**src/rtl/width_gearbox_pkg.sv**
```systemverilog
// Shared definitions for the width gearbox: stream-order encodings and
// small elaboration-time helpers used to size counters and flags.
package width_gearbox_pkg;

  // Stream ordering selector values for the LSB_FIRST parameter.
  localparam logic ORDER_MSB_FIRST = 1'b0;
  localparam logic ORDER_LSB_FIRST = 1'b1;

  // Unsigned minimum of two non-negative integers.
  function automatic int min_u(input int a, input int b);
    return (a < b) ? a : b;
  endfunction

  // Smallest r such that 2**r >= v (same result as $clog2 for v >= 1).
  function automatic int clog2_ceil(input int v);
    int r;
    r = 0;
    for (int i = 0; i < 31; i++) begin
      r = ((32'sd1 << i) < v) ? (i + 1) : r;
    end
    return r;
  endfunction

endpackage

```
**src/rtl/gearbox_bitbuf.sv**
```systemverilog
// Residue bit buffer of the width gearbox. Bits are kept in stream order
// with the oldest bit at buf_r[0]; for MSB-first streams the word is
// bit-reversed on the way in and the head is bit-reversed on the way out,
// so the oldest bit lands on the output MSB. Bits above the fill level are
// always zero, which gives the zero padding of partial words for free.
module gearbox_bitbuf
  import width_gearbox_pkg::*;
#(
  parameter int   IN_WIDTH  = 10,
  parameter int   OUT_WIDTH = 4,
  parameter logic LSB_FIRST = ORDER_LSB_FIRST,
  parameter int   BUF_W     = IN_WIDTH + OUT_WIDTH,
  parameter int   CNT_W     = clog2_ceil(BUF_W + 1)
) (
  input  logic                 clk,
  input  logic                 rst_n,
  input  logic                 load,
  input  logic [IN_WIDTH-1:0]  data_in,
  input  logic [CNT_W-1:0]     cnt,
  input  logic [CNT_W-1:0]     consumed,
  output logic [OUT_WIDTH-1:0] head
);

  logic [IN_WIDTH-1:0] din_ord_s;
  logic [BUF_W-1:0]    ins_s;
  logic [BUF_W-1:0]    buf_next_s;
  logic [BUF_W-1:0]    buf_r;
  logic [CNT_W:0]      offset_s;

  // Put the incoming word into stream order (stream position 0 at bit 0).
  always_comb begin
    din_ord_s = {IN_WIDTH{1'b0}};
    for (int i = 0; i < IN_WIDTH; i++) begin
      din_ord_s[i] = (LSB_FIRST == ORDER_LSB_FIRST) ? data_in[i] : data_in[IN_WIDTH-1-i];
    end
  end

  // Shift out consumed bits and append the new word right after the survivors.
  always_comb begin
    offset_s = {1'b0, cnt} - {1'b0, consumed};
    ins_s    = {{(BUF_W-IN_WIDTH){1'b0}}, din_ord_s} << offset_s;
    if (load) begin
      buf_next_s = (buf_r >> consumed) | ins_s;
    end else begin
      buf_next_s = buf_r >> consumed;
    end
  end

  // Residue buffer register; reset discards everything held.
  always_ff @(posedge clk) begin
    if (!rst_n) begin
      buf_r <= {BUF_W{1'b0}};
    end else begin
      buf_r <= buf_next_s;
    end
  end

  // Present the oldest OUT_WIDTH stream bits in the configured bit order.
  always_comb begin
    head = {OUT_WIDTH{1'b0}};
    for (int i = 0; i < OUT_WIDTH; i++) begin
      head[i] = (LSB_FIRST == ORDER_LSB_FIRST) ? buf_r[i] : buf_r[OUT_WIDTH-1-i];
    end
  end

endmodule

```
**src/rtl/width_gearbox.sv**
```systemverilog
// Bit-exact stream width converter with valid/ready on both sides and
// packet-end flushing. All handshake outputs are derived from registered
// state only, so there is no combinational path from ready_out to ready_in.
module width_gearbox
  import width_gearbox_pkg::*;
#(
  parameter int   IN_WIDTH  = 10,
  parameter int   OUT_WIDTH = 4,
  parameter logic LSB_FIRST = ORDER_LSB_FIRST
) (
  input  logic                           clk,
  input  logic                           rst_n,
  input  logic                           valid_in,
  input  logic [IN_WIDTH-1:0]            data_in,
  input  logic                           last_in,
  output logic                           ready_in,
  output logic                           valid_out,
  output logic [OUT_WIDTH-1:0]           data_out,
  output logic                           last_out,
  output logic [$clog2(OUT_WIDTH+1)-1:0] bits_out,
  input  logic                           ready_out
);

  localparam int BUF_W = IN_WIDTH + OUT_WIDTH;
  localparam int CNT_W = clog2_ceil(BUF_W + 1);
  localparam int BO_W  = $clog2(OUT_WIDTH + 1);

  logic [CNT_W-1:0] cnt_r;
  logic             last_pend_r;
  logic [CNT_W:0]   cnt_ext_s;
  logic [CNT_W:0]   cnt_next_s;
  logic [CNT_W-1:0] consumed_s;
  logic             last_pend_next_s;
  logic             in_fire_s;
  logic             out_fire_s;

  // Handshake and output flags from the registered fill level (one extra bit so cnt+IN_WIDTH cannot wrap).
  always_comb begin
    cnt_ext_s = {1'b0, cnt_r};
    ready_in  = !last_pend_r && ((cnt_ext_s + (CNT_W+1)'(IN_WIDTH)) <= (CNT_W+1)'(BUF_W));
    valid_out = (cnt_ext_s >= (CNT_W+1)'(OUT_WIDTH)) ||
                (last_pend_r && (cnt_r != {CNT_W{1'b0}}));
    last_out  = last_pend_r && (cnt_ext_s <= (CNT_W+1)'(OUT_WIDTH));
    if (valid_out) begin
      bits_out = BO_W'(min_u(int'(cnt_r), OUT_WIDTH));
    end else begin
      bits_out = {BO_W{1'b0}};
    end
    in_fire_s  = valid_in && ready_in;
    out_fire_s = valid_out && ready_out;
  end

  // Next fill level and packet-end tracking; a partial flush consumes only the meaningful bits.
  always_comb begin
    if (out_fire_s) begin
      consumed_s = CNT_W'(bits_out);
    end else begin
      consumed_s = {CNT_W{1'b0}};
    end
    if (in_fire_s) begin
      cnt_next_s = cnt_ext_s - {1'b0, consumed_s} + (CNT_W+1)'(IN_WIDTH);
    end else begin
      cnt_next_s = cnt_ext_s - {1'b0, consumed_s};
    end
    if (out_fire_s && last_out) begin
      last_pend_next_s = 1'b0;
    end else if (in_fire_s && last_in) begin
      last_pend_next_s = 1'b1;
    end else begin
      last_pend_next_s = last_pend_r;
    end
  end

  // Fill counter and pending-last flag.
  always_ff @(posedge clk) begin
    if (!rst_n) begin
      cnt_r       <= {CNT_W{1'b0}};
      last_pend_r <= 1'b0;
    end else begin
      cnt_r       <= CNT_W'(cnt_next_s);
      last_pend_r <= last_pend_next_s;
    end
  end

  gearbox_bitbuf #(
    .IN_WIDTH (IN_WIDTH),
    .OUT_WIDTH(OUT_WIDTH),
    .LSB_FIRST(LSB_FIRST),
    .BUF_W    (BUF_W),
    .CNT_W    (CNT_W)
  ) u_bitbuf (
    .clk     (clk),
    .rst_n   (rst_n),
    .load    (in_fire_s),
    .data_in (data_in),
    .cnt     (cnt_r),
    .consumed(consumed_s),
    .head    (data_out)
  );

endmodule

```
**config.mk**
```make
export PLATFORM = sky130hd
export DESIGN_NAME = width_gearbox
export DESIGN_NICKNAME = d
export VERILOG_FILES = /design/src/rtl/width_gearbox_pkg.sv /design/src/rtl/gearbox_bitbuf.sv /design/src/rtl/width_gearbox.sv
export SDC_FILE = /design/constraint.sdc
export NUM_CORES = 1
export LEC_CHECK = 0
export BUFFER_PORTS_ARGS = -buffer_cell sky130_fd_sc_hd__buf_2
export CAP_MARGIN = 20
export CORE_AREA = 3 3 83 85
export DETAILED_ROUTE_END_ITERATION = 8
export DIE_AREA = 0 0 86 88
export GPL_TIMING_DRIVEN = 0
export PLACE_DENSITY_LB_ADDON = 0.12
export SLEW_MARGIN = 15
export SYNTH_ARGS = -nofsm -noshare
export SYNTH_HDL_FRONTEND = slang
export SYNTH_HIERARCHICAL = 1
export SYNTH_SLANG_ARGS = --single-unit
```
**constraint.sdc**
```tcl
create_clock -name clk -period 4.7 [get_ports clk]
set_clock_uncertainty 0.2 [all_clocks]
set_input_delay 0.94 -clock clk [delete_from_list [all_inputs] [get_ports clk]]
set_output_delay 0.94 -clock clk [all_outputs]
set_load 0.05 [all_outputs]
```
# == Word-level counts from Yosys, hierarchy flattened ==
# Index checks and enable logic that the tools add are counted.
# totals
register_bits,19
input_bits,15
output_inout_bits,10
wordCells,30
# op_classes
addsub,3
order_cmp,4
shifts,2
n_mux,5
bitwise_logic,2
n_reduce_logical,11
# op_table
cell,n
2-to-1 mux 14 bit,1
bitwise OR 14 bit,1
left shift 10 x 5 -> 14 bit,1
>> shifter 14 x 3 -> 14 bit,1
2-to-1 mux 3 bit,3
logical AND 1 bit,7
adder 4 x 4 -> 5 bit (second input constant),1
less-or-equal comparator 5 x 4 -> 1 bit (second input constant),1
subtractor 4 x 3 -> 5 bit,1
adder 4 bit (second input constant),1
greater-or-equal comparator 4 x 3 -> 1 bit (second input constant),1
less-or-equal comparator 4 x 3 -> 1 bit (second input constant),1
< comparator 4 x 3 -> 1 bit (second input constant),1
2-to-1 mux 4 bit,1
nonzero test 4 bit,1
OR reduction 2 bit,1
zero test 1 bit,1
logical OR 1 bit,1
inverter 1 bit,1

# == Longest topological paths before layout ==
# logic_depth
depth_word,9
mapped_depth,16
depth_no_buf,14

# == Hierarchy ==
# Netlist, hierarchy kept.
# by_module_without_submodules
module,n_inst,cells_each,area_each_um2,seq_area_each_um2
gearbox_bitbuf,1,185,1655.3,280.3
width_gearbox,1,57,480.5,100.1

# == Worst setup path before layout ==
# OpenSTA, ideal clock, no wires.
# synth_timing
path_type,reg-to-reg
startpoint,register cnt_r[1]
endpoint,register u_bitbuf.buf_r[9]
setup_ns,0.074
arrival_ns,3.784
t_required_ns,4.426
setup_slack_ns,0.641
path_stages_with_launch,16
path_buffers,3
synth_period_minus_slack_ns,4.059
path_cell_list,dfxtp_1 > inv_1 > ha_1 > nand2b_1 > nand3_1 > nand4_1 > inv_1 > buf_2 > inv_1 > fa_1 > buf_6 > buf_12 > mux2i_1 > mux4_1 > o32a_1 > o21ai_0
# synth_between
elab_chain_len,9
word_cells_on_any_way,18
classes_between,add/sub (2); order compare (3); shift (2); mux (4); bitwise (1); reduce/logical (6)
# synth_lines
item,line_no,text
"start, declared",width_gearbox.sv:28,logic [CNT_W-1:0] cnt_r;
"start signal, assigned",width_gearbox.sv:77,cnt_r <= {CNT_W{1'b0}};
"start signal, assigned",width_gearbox.sv:80,cnt_r <= CNT_W'(cnt_next_s);
"parallel branches: the longest is 2 deep, another holds greater-or-equal comparator 4 x 3 -> 1 bit",--,
logical OR 1 bit *,width_gearbox.sv:41,valid_out = (cnt_ext_s >= (CNT_W+1)'(OUT_WIDTH)) ||
net valid_out,width_gearbox.sv:17,"output logic valid_out,"
2-to-1 mux 3 bit or logical AND 1 bit (tied branches),"width_gearbox.sv:44, width_gearbox.sv:50",
2-to-1 mux 3 bit *,width_gearbox.sv:55,if (out_fire_s) begin
net consumed_s[1],width_gearbox.sv:32,logic [CNT_W-1:0] consumed_s;
subtractor 4 x 3 -> 5 bit,gearbox_bitbuf.sv:40,"offset_s = {1'b0, cnt} - {1'b0, consumed};"
left shift 10 x 5 -> 14 bit,gearbox_bitbuf.sv:41,"ins_s = {{(BUF_W-IN_WIDTH){1'b0}}, din_ord_s} << offset_s;"
bitwise OR 14 bit,gearbox_bitbuf.sv:43,buf_next_s = (buf_r >> consumed) | ins_s;
2-to-1 mux 14 bit *,gearbox_bitbuf.sv:42,if (load) begin
"end signal, assigned",gearbox_bitbuf.sv:52,buf_r <= {BUF_W{1'b0}};
"end signal, assigned",gearbox_bitbuf.sv:54,buf_r <= buf_next_s;
"end, declared",gearbox_bitbuf.sv:27,logic [BUF_W-1:0] buf_r;
# Mark *: on every way through the listed nets, which the timed path passes.
# A chain may end at the register's enable or synchronous reset.

# == Worst setup path in the final report ==
# layout_timing
startpoint,register cnt_r[1]
endpoint,register u_bitbuf.buf_r[6]
# layout_between
elab_chain_len,9
word_cells_on_any_way,18
classes_between,add/sub (2); order compare (3); shift (2); mux (4); bitwise (1); reduce/logical (6)
# layout_lines
item,line_no
"parallel branches: the longest is 4 deep, another holds < comparator 4 x 3 -> 1 bit",--
2-to-1 mux 3 bit *,width_gearbox.sv:55
net consumed_s[1],width_gearbox.sv:32
subtractor 4 x 3 -> 5 bit,gearbox_bitbuf.sv:40
left shift 10 x 5 -> 14 bit,gearbox_bitbuf.sv:41
bitwise OR 14 bit,gearbox_bitbuf.sv:43
2-to-1 mux 14 bit *,gearbox_bitbuf.sv:42
# Marks and branches as above.

==> flow_metrics.py <==
metrics = {
    "routing": {
        "drtPass1Iterations": 4,
        "vias_per_cell": 5.43,
        "vias": 1890,
        "drt_iter0_markers": 113,
        "wire_per_inst_um": 15.8,
        "postRouteAntennaNets": 0,
        "wirelength_um": 5500,
        "drc": 0,
    },
    "power_and_ir_drop": {
        "sequentialPowerShare": 0.197,
        "pwr-share-clk": 0.088,
        "leakagePower_uw": 0.000982,
        "finalPower_uw": 1340,
        "ir_worst_vdd_v": 0.000282,
        "power.internal_uw": 650,
        "powerDensity_nw_per_um2": 558,
        "p_sw_frac": 0.515,
        "p_switching_uw": 690,
        "combPwrFrac": 0.715,
    },
    "finish": {
        "drive_above_1_share": 0.232,
        "final_nets": 300,
        "seqCellArea_um2": 380,
        "n_fill_cell": 679,
        "final_cell_mix": "buf_2, mux2i_1, dfxtp_1",
        "mostFrequentLayoutCell": "buf_2",
        "multi_input_comb_area_um2": 1590,
        "num_antenna_cells": 0,
        "finish.instance_area_um2": 2400,
        "area_growth_pct": 12.5,
        "final_util": 0.383,
    },
    "floorplan": {
        "core_um2": 6280,
        "die-area_um2": 7570,
        "start_util": 0.340,
        "rows": 29,
        "ioPinCount": 25,
        "die_y_um": 88,
        "die_w_um": 86,
    },
    "placement": {
        "gp_congestion": 0.861,
        "port_buffers": 24,
        "postPlaceCellArea_um2": 2360,
        "dp_hpwl_um": 4370,
    },
    "hold_path": {
        "min_path_type": "reg2reg",
        "worstHoldStart": "last_pend_r",
        "hold_depth": 3,
        "whs_endpoint": "cnt_r[3]",
    },
    "cts": {
        "post_cts_buffers": 0,
        "cts_sinks": 19,
        "clk_pin_slew_ns": 0.08,
        "cts-resized-gates": 0,
        "cts_buffers": 3,
        "clk_latency_ns": 0.26,
        "clockBufferDepth": 2,
        "cts_tree": "built",
        "hold_buffers": 0,
        "cts_max_level": 1,
        "root_buffer": "clkbuf_8",
    },
    "status": {
        "outcome": "complete, no violations",
    },
    "setup_path": {
        "critPathBufInv": 6,
        "end_kind": "flop",
        "cp.arrival_ns": 4.22,
        "cp_max_fo": 11,
        "cp-start-kind": "flop",
        "r2r_cells": 16,
        "crit_required_ns": 4.70,
        "path_class": "reg2reg",
        "r2r_slack_ns": 0.48,
        "crit_slowest_cell": "dfxtp_1",
        "worstReg2RegStart": "cnt_r[1]",
        "cp_top_family": "buffers and inverters",
        "reg2reg_to": "u_bitbuf/buf_r[6]",
        "max_stage_delay_ns": 0.64,
        "cpMostUsedCell": "inv_1",
        "crit_chain": "inv_1 -> ha_1 -> nand2b_1 -> nand3_1 -> nand4_1 -> inv_1 -> buf_2 -> inv_1 -> fa_1 -> buf_6 -> buf_12 -> mux2i_1 -> mux2i_1 -> nor2_1 -> a2111oi_0 -> o21a_1",
    },
    "synth": {
        "synth-seq-cells": 19,
        "avgSynthCellArea_um2": 8.83,
        "yosys_warnings": 6,
        "yosysSeqAreaShare": 0.178,
        "synth_edf_count": 0,
        "postSynthCellCount": 242,
        "async_flop_share": 0,
        "synth.distinct_cells": 55,
        "ys.flop_type": "dfxtp_1",
        "synthesis.area_um2": 2140,
    },
    "timing": {
        "setup_viol": 0,
        "tightest_slew_ns": 0.565,
        "final.min_clock_period_ns": 4.22,
        "rsz0062_at_grt": "no",
        "finalHoldViolCount": 0,
        "final_max_slew_viol_count": 0,
        "fin_setup_tns_ns": 0,
        "slew_headroom": 0.614,
        "fin_crit_sh": 0.898,
        "max_freq_mhz": 237,
    },
    "grt": {
        "grt_pass1_vias": 1815,
        "grt_pass1_wl_um": 9210,
        "grt_max_degree": 15,
        "antenna_found_initial": 0,
        "grtUsageTotal": 0.153,
        "grt_overflow": 0,
    },
    "flow_run": {
        "max-cap-violations": 0,
    },
}
==> through the flow <==
stage	worst slack, ns	std cells	hold slack (ns)
2_1_floorplan	0.641	243	0.383
3_3_place_gp	0.529	344	0.432
3_5_place_dp	0.586	344	0.451
4_1_cts	0.534	348	0.450
5_1_grt	0.238	348	0.486
6_report	0.477	348	0.447
==> final cells by class <==
class | count | area share
Timing Repair Buffer | 24 | 0.0500
Clock inverter | 1 | 0.00208
Inverter | 14 | 0.0219
Clock buffer | 3 | 0.0172
Buffer | 18 | 0.0500
Tap cell | 77 | 0.0401
Sequential cell | 19 | 0.158
Multi-Input combinational cell | 192 | 0.660
==> worst min-delay path, stage by stage (launching register included) <==
cell,delay [ns]
dfxtp_1,0.37
nor3b_1,0.08
o2111ai_1,0.08
mux2i_1,0.06
==> cells by family (layout without fill, tap and decap cells) <==
logic type	count (synthesis)	in the layout	synth area share
DFF	19	19	0.178
buffers and inverters	32	60	0.0808
other	1	2	0.00176
AOI/OAI and AO/OA	57	57	0.186
xor gates and xnor gates	7	7	0.0357
and+or+nand+nor	74	74	0.176
muxes	39	39	0.258
adders and majority gates	13	13	0.0832
==> power groups by stage <==
stage	clock network, uW	registers (uW)	logic, uW
floorplan	0	248	780
global placement	0	270	964
detailed placement	0	270	953
CTS	122	265	961
global route	125	272	1050
finish	118	264	958
==> synth_stat cells (all sizes together), types with 5 or more instances <==
| cell type | number | area share |
|---|---|---|
| mux4 | 12 | 0.13 |
| nand2 | 16 | 0.028 |
| mux2i | 24 | 0.11 |
| clkbuf | 6 | 0.011 |
| and2 | 6 | 0.018 |
| inv | 13 | 0.023 |
| ha | 11 | 0.064 |
| dfxtp | 19 | 0.18 |
| o21ai | 12 | 0.028 |
| buf | 12 | 0.046 |
| a31oi | 5 | 0.015 |
| a21oi | 11 | 0.028 |
| nor2 | 17 | 0.030 |
| nor3 | 12 | 0.033 |
| o21a | 10 | 0.035 |
==> metal layers <==
metal,up-vias,wire [um],track usage,part of all wire
met2,36,2530,0.247,0.46
met4,0,36,0.0432,0.0065
met5,-,0,0,0
met1,908,2750,0.217,0.50
met3,2,184,0.0141,0.033
li1,944,-,-,-
==> worst max-delay path by stage <==
stage,startpoint,end,slack [ns],depth (start not counted)
floorplan,cnt_r[1],u_bitbuf/buf_r[9],0.64,15
detailed placement,cnt_r[1],u_bitbuf/buf_r[10],0.59,16
CTS,cnt_r[1],u_bitbuf/buf_r[6],0.53,16
finish,cnt_r[1],u_bitbuf/buf_r[6],0.48,16
global placement,cnt_r[1],u_bitbuf/buf_r[10],0.53,16
global route,cnt_r[1],u_bitbuf/buf_r[6],0.24,16
==> sequential cells by signal (all words and copies together) (netlist names) <==
name            flops
cnt_r               4
last_pend_r         1
u_bitbuf/buf_r     14
Power figures use the tool's default switching activity.
